===== config.mk =====
export PLATFORM = sky130hd
export DESIGN_NAME = l1_mem_arbiter
export DESIGN_NICKNAME = d
export VERILOG_FILES = /design/src/rtl/l1_mem_arbiter.sv
export SDC_FILE = /design/constraint.sdc
export NUM_CORES = 1
export LEC_CHECK = 0
export CAP_MARGIN = 40
export CORE_AREA = 2 2 544 546
export DETAILED_ROUTE_END_ITERATION = 8
export DIE_AREA = 0 0 546 548
export DONT_BUFFER_PORTS = 1
export GPL_TIMING_DRIVEN = 0
export HOLD_SLACK_MARGIN = 0.15
export PLACE_DENSITY = 0.3
export REMOVE_ABC_BUFFERS = 1
export SETUP_SLACK_MARGIN = 0.3
export SYNTH_ARGS = -nofsm -noshare
export SYNTH_HDL_FRONTEND = slang
export SYNTH_SLANG_ARGS = --single-unit

===== constraint.sdc =====
create_clock -name CLK -period 3.2 [get_ports CLK]
set_clock_uncertainty 0.15 [all_clocks]
set_input_delay 0.32 -clock CLK [delete_from_list [all_inputs] [get_ports CLK]]
set_output_delay 0.32 -clock CLK [all_outputs]
set_load 0.05 [all_outputs]

===== src/rtl/l1_mem_arbiter.sv =====
// Round-robin arbiter sharing one memory line port between the L1 I and D caches.
// One line transaction at a time; unanswered transactions are aborted.
module l1_mem_arbiter #(
  parameter int ADDR_W  = 32,
  parameter int LINE_W  = 256,
  parameter int TIMEOUT = 255
) (
  input  logic              CLK,
  input  logic              RESET_N,
  input  logic              i_req,
  input  logic [ADDR_W-1:0] i_address,
  output logic [LINE_W-1:0] i_data,
  output logic              i_valid,
  input  logic              d_req,
  input  logic              d_we,
  input  logic [ADDR_W-1:0] d_address,
  input  logic [LINE_W-1:0] d_wdata,
  output logic [LINE_W-1:0] d_data,
  output logic              d_valid,
  output logic              mem_req,
  output logic              mem_we,
  output logic [ADDR_W-1:0] mem_address,
  output logic [LINE_W-1:0] mem_wdata,
  input  logic [LINE_W-1:0] mem_rdata,
  input  logic              mem_ready,
  output logic              busy,
  output logic              timeout_err
);

  localparam int CW = $clog2(TIMEOUT + 1);

  typedef enum logic [1:0] {IDLE, BUS, DONE} state_t;

  state_t          state, state_nx;
  logic            owner_d, owner_d_nx;
  logic            last_d, last_d_nx;
  logic [CW-1:0]   cnt, cnt_nx;
  logic            mem_req_nx, mem_we_nx;
  logic [ADDR_W-1:0] mem_address_nx;
  logic [LINE_W-1:0] mem_wdata_nx;
  logic [LINE_W-1:0] i_data_nx, d_data_nx;
  logic            i_valid_nx, d_valid_nx;
  logic            busy_nx, terr_nx;
  logic            gnt_d;
  logic [ADDR_W-1:0] addr_sel;

  always_ff @(posedge CLK or negedge RESET_N) begin
    if (!RESET_N) begin
      state       <= IDLE;
      owner_d     <= 1'b0;
      last_d      <= 1'b1;
      cnt         <= '0;
      mem_req     <= 1'b0;
      mem_we      <= 1'b0;
      mem_address <= '0;
      mem_wdata   <= '0;
      i_data      <= '0;
      d_data      <= '0;
      i_valid     <= 1'b0;
      d_valid     <= 1'b0;
      busy        <= 1'b0;
      timeout_err <= 1'b0;
    end else begin
      state       <= state_nx;
      owner_d     <= owner_d_nx;
      last_d      <= last_d_nx;
      cnt         <= cnt_nx;
      mem_req     <= mem_req_nx;
      mem_we      <= mem_we_nx;
      mem_address <= mem_address_nx;
      mem_wdata   <= mem_wdata_nx;
      i_data      <= i_data_nx;
      d_data      <= d_data_nx;
      i_valid     <= i_valid_nx;
      d_valid     <= d_valid_nx;
      busy        <= busy_nx;
      timeout_err <= terr_nx;
    end
  end

  always_comb begin
    state_nx       = state;
    owner_d_nx     = owner_d;
    last_d_nx      = last_d;
    cnt_nx         = cnt;
    mem_req_nx     = mem_req;
    mem_we_nx      = mem_we;
    mem_address_nx = mem_address;
    mem_wdata_nx   = mem_wdata;
    i_data_nx      = i_data;
    d_data_nx      = d_data;
    i_valid_nx     = 1'b0;
    d_valid_nx     = 1'b0;
    terr_nx        = timeout_err;
    // On a tie the dcache wins only if the icache was granted last
    gnt_d    = d_req & (~i_req | ~last_d);
    addr_sel = gnt_d ? d_address : i_address;
    unique case (state)
      IDLE: begin
        if (i_req || d_req) begin
          state_nx       = BUS;
          owner_d_nx     = gnt_d;
          last_d_nx      = gnt_d;
          mem_address_nx = {addr_sel[ADDR_W-1:5], 5'b0};
          mem_we_nx      = gnt_d & d_we;
          mem_wdata_nx   = gnt_d ? d_wdata : '0;
          mem_req_nx     = 1'b1;
          cnt_nx         = '0;
        end
      end
      BUS: begin
        if (mem_ready) begin
          state_nx   = DONE;
          mem_req_nx = 1'b0;
          i_valid_nx = ~owner_d;
          d_valid_nx = owner_d;
          if (!mem_we) begin
            if (owner_d) d_data_nx = mem_rdata;
            else         i_data_nx = mem_rdata;
          end
        end else if (cnt == CW'(TIMEOUT)) begin
          state_nx   = DONE;
          mem_req_nx = 1'b0;
          terr_nx    = 1'b1;
          i_valid_nx = ~owner_d;
          d_valid_nx = owner_d;
          if (owner_d) d_data_nx = '0;
          else         i_data_nx = '0;
        end else begin
          cnt_nx = cnt + CW'(1);
        end
      end
      DONE: state_nx = IDLE;
      default: state_nx = IDLE;
    endcase
    busy_nx = (state_nx != IDLE);
  end

endmodule


==> out/results.txt <==
Failing checks - negative hold slack
Maximum number of pins on one net before global-route repair - 814
CTS Hold Bufs - 1127
CP startpoint kind - register
Sequential cell area fraction in the yosys report - 0.679
DIE AREA - 0.299 sq mm
Syn Inst Count - 1967
Power, Total - 66300 uW
CP endpoint kind - register
Starting Density - 0.102
Synth Area in XOR/XNOR - 0
Row cnt - 199
Global route hottest layer - met2
Nets - 3774
Synthesized cell area - 0.0299 sq mm
Layout Area Growth over Synthesis - 77.4%
Synth area leaders - dfrtp_1 (68%), a32o_1 (17%), a22o_1 (7.5%)
Leak pwr - 0.0220 uW
TritonCTS buffer count - 112
Most used cells in the layout excluding fill and tap cells - dlygate4sd3_1 (1127), dfrtp_1 (808), a32o_1 (512), a22o_1 (257), clkbuf_16 (124)
# clock sinks - 813
DR WL/cell - 25.6 microns
VDD IR max - 0.000648 V
Final Critical Period - 2.98 ns
Grt met1 use - 0.122
Worst-path fanout max - 8
Vias in the first global route - 27400
Synth Area in Adders - 0.000418
Multiplexer share of the synthesized area - 0.00936
Later-pin clock latency in the skew report - 0.80 ns
Largest area contributor in the netlist - dfrtp_1
Status - finished, violations left
H-tree level count - 3
GRT Total Usage - 0.117
Worst Tran Pin Value - 1.16 ns
CP arrival - 3.52 ns
Crit Path Class - reg -> reg
CTS tree - built
Met3 Track Usage GR - 0.0411
Largest family of logic cells by synthesized area - compound AO/OA/AOI/OAI gates
Clk slew on worst S/H paths - 0.06 ns
P per Cell Area - 1250 mW/mm^2
Setup TNS Final - 0 ns
Root buffer cell - clkbuf_16
GRT overflow - 0
Io pins - 1388
Post-synth cell types - 38
Core ar. - 0.293 sq mm
DIE WIDTH - 546 microns
Yosys warnings - 0
MaxCap Viol Count - 0
Remaining routing DRC violations - 0
Antenna viol nets, final - 0
Req. time, crit path - 3.74 ns
Achievable Freq - 336 MHz
Synth Register Bits - 813
First-pass GRT wire length - 247 mm
Hold Path Class - in -> async
Via count - 25800
Die Y-Extent - 548 microns
Layout cells sized above 1 - 0.125
Via-to-Cell Ratio - 3.56
Router iterations before antenna repair - 6
Final wirelength - 186 mm
Commonest non-fill, non-tap cell in the layout - dlygate4sd3_1
Synth Area in Compound Gates - 0.256
Hpwl dp - 130 mm
Final hold vios - 204
Final setup violation count - 0
Grt met2 use - 0.213
Fin crit share - 0.931
RSZ-0062 raised after global routing - yes
Longest Clk Path Bufs - 4
Max-slew violation total from the final report - 0
Final hold slack - -0.545 ns
Post-synth top area share - 0.679
Syn_area_per_cell - 15.2 sq um
Port Buffers - 0
Initial antenna violation count - 87
First DRT Iteration DRCs - 1879
Post-Synth Simple-Gate Area - 0.00965
Worst slew margin - 0.226
Gpl congestion - 0.849
## repair_timing
item | CTS | global route
resized for setup | 56 | 12
endpoints found under the setup margin | 617 | 208
gates cloned | 42 | 14
pin swaps | 8 | 48
endpoints found under the hold margin | 1626 | 204
buffers inserted | 60 | 17
## sequential cells by signal, summed over array words and instances (netlist names), 2 cells and up
register     flops
mem_wdata      256
d_data         256
mem_address     27
state            2
cnt              8
i_data         256
## synthesized netlist by cell type
master     instances
dfrtp_1          812
a32o_1           512
a22o_1           257
clkbuf_1         103
buf_2             69
buf_4             34
o21ai_0           33
nand2_1           32
mux2i_1           28
buf_6             26
buf_1              9
nor2_1             7
inv_1              5
nor2b_1            4
o21ai_2            4
a21o_1             3
nand3_1            3
a21oi_1            2
and2_1             2
and3_1             2
nand4_1            2
nor2_2             2
a2111oi_0          1
a211o_1            1
a21boi_0           1
a21boi_1           1
a22oi_1            1
a2bb2oi_1          1
a31oi_1            1
conb_1             1
dfstp_2            1
ha_1               1
nand2b_4           1
nand3_2            1
nor3_2             1
nor3b_4            1
o22a_1             1
o22ai_1            1
## through the flow
step	hold slack (ns)	utilization	cell area [sq um]	std cells	worst slack, ns
final	-0.545	0.181	53100	7258	0.221
after global routing	-0.525	0.181	53100	7249	0.192
after CTS	-1.08	0.179	52400	7162	0.233
after detailed placement	-0.0999	0.121	35400	5731	-1.31
after global placement	-0.0965	0.114	33500	5649	-92.90
after floorplan	-0.126	-	28600	1730	-33.46
## report_power, final
part | switching [uW] | internal, uW
registers | 22700 | 14600
clock network | 5170 | 7550
logic | 6850 | 9370
total | 34800 | 31500
## area by class of cell
cell class	instances	area (sq um)
Inverter	5	18.8
Tap cell	3919	4900
Clock inverter	39	473
Timing Repair Buffer	1342	15600
Fill cell	31800	240000
Antenna cell	60	150
Clock buffer	163	3190
Sequential cell	813	20400
Multi-Input combinational cell	917	8410
## logic make-up after synthesis
group | Yosys count
AO/OA/AOI/OAI | 820
flip-flops | 813
buffers and inverters | 246
AND/OR/NAND/NOR | 58
multiplexers | 28
adder cells (fa/ha/maj) | 1
other | 1
## final timing paths
| kind | start | to | slack, ns | depth (start not counted) |
|---|---|---|---|---|
| worst min register to register | last_d$_DFFE_PN1P_ | last_d$_DFFE_PN1P_ | 0.39 | 1 |
| min in group CLK | mem_rdata[245] | d_data[245]$_DFFE_PN0P_ | 0.23 | 2 |
| worst min-delay path | RESET_N | mem_wdata[34]$_DFFE_PN0P_ | -0.54 | 1 |
| max in group asynchronous | RESET_N | d_data[148]$_DFFE_PN0P_ | 0.97 | 3 |
| worst max register to register | mem_we$_DFFE_PN0P_ | i_data[141]$_DFFE_PN0P_ | 0.22 | 15 |
| worst max-delay path | mem_we$_DFFE_PN0P_ | i_data[141]$_DFFE_PN0P_ | 0.22 | 15 |
## routing by layer
layer,vias up,wire [microns]
li1,10700,-
met1,13400,64800
met3,316,16000
met2,1429,96700
met4,30,7960
met5,-,195
## critical path, cell delays in order (launching register included)
cell and delay [ns]:
dfrtp_4 0.56, nor2b_4 0.08, buf_6 0.13, buf_16 0.12
buf_16 0.12, buf_16 0.13, buf_16 0.14, buf_16 0.13
buf_16 0.13, buf_16 0.12, buf_16 0.14, buf_16 0.14
buf_16 0.15, buf_16 0.16, clkbuf_16 0.17, a32o_1 0.24
Power figures use the tool's default switching activity.
